## config.mk

```make
export PLATFORM = sky130hd
export DESIGN_NAME = dmem_arbiter_flat
export DESIGN_NICKNAME = d
export VERILOG_FILES = /design/src/rtl/dmem_pkg.sv /design/src/rtl/dmem_arbiter_if.sv /design/src/rtl/dmem_arb_select.sv /design/src/rtl/dmem_arbiter.sv /design/src/flat_wrapper.sv
export SDC_FILE = /design/constraint.sdc
export NUM_CORES = 1
export LEC_CHECK = 0
export ABC_AREA = 1
export BUFFER_PORTS_ARGS = -buffer_cell sky130_fd_sc_hd__buf_2
export CORE_MARGIN = 1
export CORE_UTILIZATION = 43
export CTS_BUF_LIST = sky130_fd_sc_hd__clkbuf_16
export CTS_CLUSTER_DIAMETER = 120
export DETAILED_ROUTE_END_ITERATION = 8
export PLACE_DENSITY = 0.79
export SLEW_MARGIN = 20
export SYNTH_ARGS = -nofsm -noshare
export SYNTH_HDL_FRONTEND = slang
export SYNTH_SLANG_ARGS = --single-unit
```

## constraint.sdc

```tcl
create_clock -name clk -period 2.1 [get_ports clk]
set_clock_uncertainty 0.15 [all_clocks]
set_input_delay 0.42 -clock clk [delete_from_list [all_inputs] [get_ports clk]]
set_output_delay 0.42 -clock clk [all_outputs]
set_load 0.005 [all_outputs]
```

## src/rtl/dmem_pkg.sv

```systemverilog
// Shared types and defaults for the DataMemory arbiter: FSM states, owner encoding, bus widths.
package dmem_pkg;

  localparam int ADDR_W_DEF = 32;
  localparam int DATA_W_DEF = 32;

  typedef enum logic [1:0] {
    IDLE  = 2'd0,
    ISSUE = 2'd1,
    WAIT  = 2'd2,
    RESP  = 2'd3
  } state_t;

  typedef enum logic {
    OWNER_M0 = 1'b0,
    OWNER_M1 = 1'b1
  } owner_t;

endpackage

```

## src/rtl/dmem_arbiter_if.sv

```systemverilog
// Bus bundle between the two requesters, the arbiter and DataMemory.
// slave = arbiter view; master = requester/memory view.
interface dmem_arbiter_if #(
  parameter int ADDR_W = 32,
  parameter int DATA_W = 32
) ();

  logic              m0_req;
  logic              m0_we;
  logic [ADDR_W-1:0] m0_addr;
  logic [DATA_W-1:0] m0_wdata;
  logic              m0_gnt;
  logic              m0_rvalid;

  logic              m1_req;
  logic              m1_we;
  logic [ADDR_W-1:0] m1_addr;
  logic [DATA_W-1:0] m1_wdata;
  logic              m1_gnt;
  logic              m1_rvalid;

  logic [DATA_W-1:0] rdata;

  logic              mem_we;
  logic [ADDR_W-1:0] mem_addr;
  logic [DATA_W-1:0] mem_wdata;
  logic [DATA_W-1:0] mem_rdata;

  modport slave (
    input  m0_req, m0_we, m0_addr, m0_wdata,
    input  m1_req, m1_we, m1_addr, m1_wdata,
    input  mem_rdata,
    output m0_gnt, m0_rvalid, m1_gnt, m1_rvalid, rdata,
    output mem_we, mem_addr, mem_wdata
  );

  modport master (
    output m0_req, m0_we, m0_addr, m0_wdata,
    output m1_req, m1_we, m1_addr, m1_wdata,
    output mem_rdata,
    input  m0_gnt, m0_rvalid, m1_gnt, m1_rvalid, rdata,
    input  mem_we, mem_addr, mem_wdata
  );

endinterface

```

## src/rtl/dmem_arb_select.sv

```systemverilog
// Combinational winner selection between m0 and m1.
// DMEM_ARB_ROUND_ROBIN_EN selects round-robin on ties; otherwise m0 has fixed priority.
module dmem_arb_select
  import dmem_pkg::*;
(
  input  logic   m0_req_i,
  input  logic   m1_req_i,
  input  owner_t last_owner_i,
  output owner_t winner_o,
  output logic   valid_o
);

`ifdef DMEM_ARB_ROUND_ROBIN_EN
  always_comb begin
    valid_o = m0_req_i | m1_req_i;
    if (m0_req_i && m1_req_i) begin
      winner_o = (last_owner_i == OWNER_M0) ? OWNER_M1 : OWNER_M0;
    end else if (m0_req_i) begin
      winner_o = OWNER_M0;
    end else begin
      winner_o = OWNER_M1;
    end
  end
`else
  logic unused_last_owner;
  assign unused_last_owner = last_owner_i;

  always_comb begin
    valid_o  = m0_req_i | m1_req_i;
    winner_o = m0_req_i ? OWNER_M0 : OWNER_M1;
  end
`endif

endmodule

```

## src/rtl/dmem_arbiter.sv

```systemverilog
// Two-port arbiter/sequencer in front of single-port DataMemory; all outputs registered.
// Tie policy set by DMEM_ARB_ROUND_ROBIN_EN (see dmem_arb_select).
module dmem_arbiter
  import dmem_pkg::*;
#(
  parameter int ADDR_W   = ADDR_W_DEF,
  parameter int DATA_W   = DATA_W_DEF,
  parameter int READ_LAT = 1
) (
  input  logic           clk,
  input  logic           rst,
  dmem_arbiter_if.slave  bus
);

  localparam int CNT_W = $clog2(READ_LAT + 1);
  localparam logic [CNT_W-1:0] CNT_INIT = CNT_W'(READ_LAT);
  localparam logic [CNT_W-1:0] CNT_LAST = CNT_W'(1);

  state_t             state_q, state_d;
  owner_t             last_owner_q, last_owner_d;
  logic [CNT_W-1:0]   cnt_q, cnt_d;
  logic               m0_gnt_q, m0_gnt_d, m1_gnt_q, m1_gnt_d;
  logic               m0_rvalid_q, m0_rvalid_d, m1_rvalid_q, m1_rvalid_d;
  logic [DATA_W-1:0]  rdata_q, rdata_d;
  logic               mem_we_q, mem_we_d;
  logic [ADDR_W-1:0]  mem_addr_q, mem_addr_d;
  logic [DATA_W-1:0]  mem_wdata_q, mem_wdata_d;

  owner_t sel_winner;
  logic   sel_valid;

  dmem_arb_select u_select (
    .m0_req_i     (bus.m0_req),
    .m1_req_i     (bus.m1_req),
    .last_owner_i (last_owner_q),
    .winner_o     (sel_winner),
    .valid_o      (sel_valid)
  );

  always_comb begin
    state_d      = state_q;
    last_owner_d = last_owner_q;
    cnt_d        = cnt_q;
    m0_gnt_d     = 1'b0;
    m1_gnt_d     = 1'b0;
    m0_rvalid_d  = 1'b0;
    m1_rvalid_d  = 1'b0;
    rdata_d      = rdata_q;
    mem_we_d     = 1'b0;
    mem_addr_d   = mem_addr_q;
    mem_wdata_d  = mem_wdata_q;

    case (state_q)
      // RESP arbitrates exactly like IDLE so a waiting request costs no bubble.
      IDLE, RESP: begin
        if (sel_valid) begin
          state_d      = ISSUE;
          last_owner_d = sel_winner;
          if (sel_winner == OWNER_M1) begin
            m1_gnt_d    = 1'b1;
            mem_we_d    = bus.m1_we;
            mem_addr_d  = bus.m1_addr;
            mem_wdata_d = bus.m1_wdata;
          end else begin
            m0_gnt_d    = 1'b1;
            mem_we_d    = bus.m0_we;
            mem_addr_d  = bus.m0_addr;
            mem_wdata_d = bus.m0_wdata;
          end
        end else begin
          state_d = IDLE;
        end
      end
      ISSUE: begin
        if (mem_we_q) begin
          state_d = IDLE;
        end else begin
          state_d = WAIT;
          cnt_d   = CNT_INIT;
        end
      end
      WAIT: begin
        cnt_d = cnt_q - CNT_LAST;
        if (cnt_q == CNT_LAST) begin
          state_d     = RESP;
          rdata_d     = bus.mem_rdata;
          m0_rvalid_d = (last_owner_q == OWNER_M0);
          m1_rvalid_d = (last_owner_q == OWNER_M1);
        end
      end
      default: state_d = IDLE;
    endcase
  end

  always_ff @(posedge clk) begin
    if (rst) begin
      state_q      <= IDLE;
      last_owner_q <= OWNER_M1;
      cnt_q        <= '0;
      m0_gnt_q     <= 1'b0;
      m1_gnt_q     <= 1'b0;
      m0_rvalid_q  <= 1'b0;
      m1_rvalid_q  <= 1'b0;
      rdata_q      <= '0;
      mem_we_q     <= 1'b0;
      mem_addr_q   <= '0;
      mem_wdata_q  <= '0;
    end else begin
      state_q      <= state_d;
      last_owner_q <= last_owner_d;
      cnt_q        <= cnt_d;
      m0_gnt_q     <= m0_gnt_d;
      m1_gnt_q     <= m1_gnt_d;
      m0_rvalid_q  <= m0_rvalid_d;
      m1_rvalid_q  <= m1_rvalid_d;
      rdata_q      <= rdata_d;
      mem_we_q     <= mem_we_d;
      mem_addr_q   <= mem_addr_d;
      mem_wdata_q  <= mem_wdata_d;
    end
  end

  assign bus.m0_gnt    = m0_gnt_q;
  assign bus.m1_gnt    = m1_gnt_q;
  assign bus.m0_rvalid = m0_rvalid_q;
  assign bus.m1_rvalid = m1_rvalid_q;
  assign bus.rdata     = rdata_q;
  assign bus.mem_we    = mem_we_q;
  assign bus.mem_addr  = mem_addr_q;
  assign bus.mem_wdata = mem_wdata_q;

endmodule

```

## src/flat_wrapper.sv

```systemverilog
// flat-port wrapper written by rule: the top's interface ports become plain ports
module dmem_arbiter_flat import dmem_pkg::*;
#(
  parameter int ADDR_W   = ADDR_W_DEF,
  parameter int DATA_W   = DATA_W_DEF,
  parameter int READ_LAT = 1
)
  (clk, rst, bus_m0_req, bus_m0_we, bus_m0_addr, bus_m0_wdata, bus_m1_req, bus_m1_we, bus_m1_addr, bus_m1_wdata, bus_mem_rdata, bus_m0_gnt, bus_m0_rvalid, bus_m1_gnt, bus_m1_rvalid, bus_rdata, bus_mem_we, bus_mem_addr, bus_mem_wdata);
  dmem_arbiter_if #(.ADDR_W(ADDR_W), .DATA_W(DATA_W)) bus_i ();
  input  logic clk;
  input  logic rst;
  input wire logic [$bits(bus_i.m0_req)-1:0] bus_m0_req;
  input wire logic [$bits(bus_i.m0_we)-1:0] bus_m0_we;
  input wire logic [$bits(bus_i.m0_addr)-1:0] bus_m0_addr;
  input wire logic [$bits(bus_i.m0_wdata)-1:0] bus_m0_wdata;
  input wire logic [$bits(bus_i.m1_req)-1:0] bus_m1_req;
  input wire logic [$bits(bus_i.m1_we)-1:0] bus_m1_we;
  input wire logic [$bits(bus_i.m1_addr)-1:0] bus_m1_addr;
  input wire logic [$bits(bus_i.m1_wdata)-1:0] bus_m1_wdata;
  input wire logic [$bits(bus_i.mem_rdata)-1:0] bus_mem_rdata;
  output wire logic [$bits(bus_i.m0_gnt)-1:0] bus_m0_gnt;
  output wire logic [$bits(bus_i.m0_rvalid)-1:0] bus_m0_rvalid;
  output wire logic [$bits(bus_i.m1_gnt)-1:0] bus_m1_gnt;
  output wire logic [$bits(bus_i.m1_rvalid)-1:0] bus_m1_rvalid;
  output wire logic [$bits(bus_i.rdata)-1:0] bus_rdata;
  output wire logic [$bits(bus_i.mem_we)-1:0] bus_mem_we;
  output wire logic [$bits(bus_i.mem_addr)-1:0] bus_mem_addr;
  output wire logic [$bits(bus_i.mem_wdata)-1:0] bus_mem_wdata;
  assign bus_i.m0_req = bus_m0_req;
  assign bus_i.m0_we = bus_m0_we;
  assign bus_i.m0_addr = bus_m0_addr;
  assign bus_i.m0_wdata = bus_m0_wdata;
  assign bus_i.m1_req = bus_m1_req;
  assign bus_i.m1_we = bus_m1_we;
  assign bus_i.m1_addr = bus_m1_addr;
  assign bus_i.m1_wdata = bus_m1_wdata;
  assign bus_i.mem_rdata = bus_mem_rdata;
  assign bus_m0_gnt = bus_i.m0_gnt;
  assign bus_m0_rvalid = bus_i.m0_rvalid;
  assign bus_m1_gnt = bus_i.m1_gnt;
  assign bus_m1_rvalid = bus_i.m1_rvalid;
  assign bus_rdata = bus_i.rdata;
  assign bus_mem_we = bus_i.mem_we;
  assign bus_mem_addr = bus_i.mem_addr;
  assign bus_mem_wdata = bus_i.mem_wdata;
  dmem_arbiter #(.ADDR_W(ADDR_W), .DATA_W(DATA_W), .READ_LAT(READ_LAT)) u_core (.clk(clk), .rst(rst), .bus(bus_i));
endmodule
```

## Word-level counts from Yosys, hierarchy flattened

Cells that the tools add are included.

| operators by class | value |
|---|---|
| bitwise gates (word level) | 6 |
| mux-type cells | 11 |
| equality and inequality tests | 5 |
| reductions and logical operators | 8 |
| add/sub/neg operators | 1 |

Operator list:

| kind | number |
|---|---|
| $mux 32 | 2 |
| $pmux 2 s3 | 1 |
| $reduce_and 2->1 | 3 |
| $reduce_or 3->1 | 2 |
| $mux 1 | 5 |
| $not 1->1 | 5 |
| $eq 2x2->1 const B | 2 |
| $mux 2 | 2 |
| $eq 2x1->1 const B | 1 |
| $logic_not 2->1 | 1 |
| $ne 2x1->1 const B | 1 |
| $ne 2x2->1 const B | 1 |
| $pmux 1 s2 | 1 |
| $reduce_bool 2->1 | 1 |
| $reduce_or 2->1 | 1 |
| $or 1x1->1 | 1 |
| $sub 1x1->1 const B | 1 |

| storage, ports and cells | value |
|---|---|
| register bits | 105 |
| output and inout bits | 101 |

## Longest topological paths before layout

| logic depth | value |
|---|---|
| depth in word-level cells | 4 |
| mapped depth | 8 |
| mapped depth without buffers | 8 |

## Modules after synthesis

Synthesis repeated with hierarchy kept, for this count alone.

| second synthesis, totals | value |
|---|---|
| cell total of the unflattened synthesis | 743 |
| area total of the unflattened synthesis | 4993.5 um^2 |

By module, submodules not included:

| module | times used | area each (um^2) | sequential area each (um^2) | cells each |
|---|---|---|---|---|
| dmem_arbiter | 1 | 4979.8 | 2102.0 | 740 |
| dmem_arb_select | 1 | 13.8 | 0.0 | 3 |

## Worst setup path before layout

Ideal clock, no wire load.

| path | value |
|---|---|
| kind | reg-to-reg |
| from | reg u_core.state_q[0] |
| to | reg u_core.mem_addr_q[17], in the netlist u_core.bus.mem_addr[17] |
| path buffers | 2 |
| data required time | 1837 ps |
| library setup time | 113 ps |
| path slack | 580 ps |
| arrival time | 1257 ps |
| clock period less this slack | 1520 ps |
| cell stages (with the launch flop) | 9 |
| cell sequence | dfxtp_1 inv_1 ha_1 o21ai_2 nor2_2 buf_4 buf_2 nand2_1 nand2_1 |

| between the ends | value |
|---|---|
| cells in the longest elaborated chain, start to end | 3 |
| elaborated cells on any way between the ends | 4 |

Ends and longest elaborated chain:

| element | line | RTL |
|---|---|---|
| from (decl) | dmem_arbiter.sv:19 | `state_t state_q, state_d;` |
| from (signal assigned) | dmem_arbiter.sv:109 | `state_q <= state_d;` |
| $eq 2x2->1 or $logic_not 2->1 (tied branches) | dmem_arbiter.sv:53 | `case (state_q)` |
| $reduce_or 2->1 * | dmem_arbiter.sv:53 |  |
| $reduce_and 2->1 (no line) * | -- |  |
| to (signal assigned) | dmem_arbiter.sv:118 | `mem_addr_q <= mem_addr_d;` |
| to (decl) | dmem_arbiter.sv:26 | `logic [ADDR_W-1:0] mem_addr_q, mem_addr_d;` |

Every way passes the cells marked *; elsewhere a longest branch is shown, timed or not.
A chain may end at the register's enable or synchronous reset.

## Worst setup path after layout

| path | value |
|---|---|
| from | reg u_core.state_q[0] |
| to | reg u_core.rdata_q[6], in the netlist u_core.bus.rdata[6] |

| between the ends | value |
|---|---|
| cells in the longest elaborated chain, start to end | 2 |

Ends and longest elaborated chain:

| element | line | RTL |
|---|---|---|
| $eq 2x2->1 | dmem_arbiter.sv:53 |  |
| $reduce_and 2->1 (no line) | -- |  |
| to (signal assigned) | dmem_arbiter.sv:116 | `rdata_q <= rdata_d;` |
| to (decl) | dmem_arbiter.sv:24 | `logic [DATA_W-1:0] rdata_q, rdata_d;` |

Every way passes these cells.

==> results.yml <==
run_status:
  status: "finished, final reports clean"
sta:
  slew_viol_final: 0
  tns_ns: 0
  period_minus_slack_ns: 1.84
  fmaxAchievable_mhz: 542
  slew_headroom_pct: 35.3
  rsz0062_at_grt: "false"
  setup_viol: 0
  worst_pin_slew_ns: 0.969
  post-route-period-util_pct: 87.8
  finalHoldViolations: 0
  fin_ws_ns: 0.256
power:
  seq_power_share_pct: 46.5
  power_density_nw_per_um2: 770
  p_int_mw: 3.46
  switching_share_pct: 27.5
  peakVddDrop_mv: 0.529
  clockPowerShare_pct: 36.1
  total_leakage_power_nw: 3.60
  p_sw_mw: 1.31
  finalPower_mw: 4.77
  pwr-share-comb_pct: 17.4
setup_path:
  cpPeakStageDelay_ns: 0.71
  cp_cell_sequence: "inv_1 -> ha_1 -> nand2_1 -> inv_1 -> nor2_1 -> nor2_1"
  setup.worst_path.end_class: "flop"
  r2r-end: "u_core.bus.rdata[6]"
  cp_max_fo: 32
  crit_type: "reg -> reg"
  arrival_ns: 1.97
  start_kind: "flop"
  slowest_stage: "inv_1"
  timing.rr.start: "u_core.state_q[0]"
  cp_data_required_time_ns: 2.23
  reg2reg_slack_ns: 0.26
  r2r_cells: 6
drt:
  drc: 0
  dr_wl_met2_mm: 6.10
  wl_per_cell_um: 11.7
  routed_wl_mm: 12.4
  wl_met3_um: 849
  ant_nets: 0
  dr.max_layer_used: "met4"
  first_pass_iters: 4
  dr_total_vias: 4947
  drt_iter0_drc: 293
  wl_met1_mm: 5.29
  vias_per_cell: 4.67
global_routing:
  grt_overflow: 0
  grt_max_degree: 63
  grt_pass1_vias: 4427
  grt_pass1_wl_mm: 20.3
  grt_usage_pct: 22.6
  antenna_found_initial: 0
yosys:
  yosys-top-cells-area: "dfxtp_1 (47%), nand2_1 (29%), nand3_1 (7.5%)"
  synth_cells: 678
  yosys.area.top_type: "dfxtp_1"
  synth_cell_types: 17
  ys_ff_latch: 105
  avgSynthCellArea_um2: 6.58
  synth_compound_area_share_pct: 4.23
  synth_adder_area_share_pct: 0.841
  synth_top_cell_area_share_pct: 47.1
  syn_nets: 847
  synth-warning-count: 0
  synth_area_um2: 4460
  synthMuxAreaShare_pct: 0
  yosysSeqAreaShare_pct: 47.1
  synth_top_family_by_area: "simple AND/OR/NAND/NOR gates"
  yosys.area_share.simple_pct: 42.1
  synth_xor_area_share_pct: 0
hold_path:
  hold_path_class: "in -> reg"
  whs_path_depth: 3
  hp-start: "bus_mem_rdata[27]"
  whs_endpoint: "u_core.bus.rdata[27]"
clocking:
  cts_tree: "built"
  cts_setup_buffers: 0
  clockBufferDepth: 2
  tritoncts.num_buffers: 9
  numClockSinks: 105
  cts.htree.levels: 3
  path_clk_slew_ns: 0.08
  cts-resized-gates: 0
  cts-root-buf: "clkbuf_16"
  cts_hold_buf: 0
  clk_latency_ns: 0.33
floorplan:
  rows: 36
  initial_core_util_pct: 45.0
  top_level_ports: 267
  core-area_um2: 9910
  die-height_um: 104
  dieArea_um2: 10800
  die_width_um: 104
finish:
  final_cells: 1060
  area_growth_pct: 38.8
  drive_gt1_share_pct: 32.0
  post-route-util_pct: 62.5
  layout.nets: 1091
  diodes: 0
placed_design:
  place_ws_ns: 0.271
  place_congestion: 0.758
  hpwlAfterDp_mm: 8.91
  place_inst: 1044
  io_buffers: 266
flow_run:
  maxCapViolCount: 0
-- Yosys cell counts --
cell type,instances
inv_2,2
nor2_2,1
buf_1,1
buf_4,6
nor3_1,1
o21ai_2,1
inv_1,11
a21oi_1,4
buf_2,16
clkbuf_1,21
nand2_1,340
nand3_1,67
nor3b_1,1
o21ai_0,32
ha_1,3
dfxtp_1,105
nor2_1,66
-- worst max-delay path, delay by kind of cell, from the launching register on --
family,cells,cell delay (ns)
buffers and inverters,2,0.79
DFF,1,0.33
adders and majority gates,1,0.20
and+or+nand+nor,3,0.31
-- through the flow --
stage / instance area, µm² / hold WS, ns
6_report: 6200 / 0.181
5_1_grt: 6200 / 0.180
4_1_cts: 6200 / 0.176
3_5_place_dp: 5890 / 0.307
3_3_place_gp: 5890 / 0.305
2_1_floorplan: 4460 / 0.262
-- layout make-up --
| cell class | count | area (µm²) |
|---|---|---|
| Fill cell | 973 | 3710 |
| Timing Repair Buffer | 277 | 1450 |
| Sequential cell | 105 | 2100 |
| Clock buffer | 9 | 225 |
| Tap cell | 133 | 166 |
| Multi-Input combinational cell | 516 | 2120 |
| Inverter | 13 | 48.8 |
| Clock inverter | 7 | 85.1 |
-- metal layers --
| layer | vias up | GRT usage, % |
|---|---|---|
| li1 | 2584 | - |
| met1 | 2174 | 27.2 |
| met2 | 179 | 40.5 |
| met3 | 10 | 4.82 |
| met4 | 0 | 6.33 |
| met5 | - | 0 |
-- registers in the layout (all words and copies together) (netlist names), 2 cells and up --
register,flops
u_core.bus.mem_addr,32
u_core.bus.mem_wdata,32
u_core.bus.rdata,32
u_core.state_q,2
-- power by group through the flow --
| stage | clock network (mW) | registers, mW | logic [mW] |
|---|---|---|---|
| final | 1.72 | 2.22 | 0.830 |
| after global routing | 1.86 | 2.24 | 0.938 |
| after CTS | 1.75 | 2.22 | 0.843 |
| after detailed placement | 0 | 2.26 | 0.842 |
| after global placement | 0 | 2.26 | 0.836 |
| after floorplan | 0 | 2.28 | 0.414 |
-- worst max path at each step --
stage / cells past startpoint / slack (ns) / endpoint / start
CTS: 6 / 0.26 / u_core.bus.rdata[6] / u_core.state_q[0]
detailed placement: 6 / 0.27 / u_core.bus.rdata[6] / u_core.state_q[0]
finish: 6 / 0.26 / u_core.bus.rdata[6] / u_core.state_q[0]
floorplan: 8 / 0.58 / u_core.bus.mem_addr[17] / u_core.state_q[0]
global route: 6 / 0.1 / u_core.bus.rdata[6] / u_core.state_q[0]
global placement: 6 / 0.32 / u_core.bus.rdata[13] / u_core.state_q[0]
-- kinds of logic (layout without fill, tap and decap cells) --
family                   after synthesis  in the layout
adder cells (fa/ha/maj)                3              3
flip-flops                           105            105
buffers and inverters                 57            306
AO/OA/AOI/OAI                         37             37
AND/OR/NAND/NOR                      476            476
-- cells in the final DEF, fill, tap and decap left out, types with 2 or more instances in the layout --
master      Yosys  final
buf_2          16    266
inv_8           0      2
nand2_1       340    340
ha_1            3      3
nor2_1         66     66
o21ai_0        32     32
nand3_1        67     67
a21oi_1         4      4
clkinvlp_4      0      2
inv_2           2      2
dfxtp_1       105    105
buf_4           6      8
inv_1          11     11
clkbuf_16       0      9
buf_12          0      3
Power figures use the tool's default switching activity.
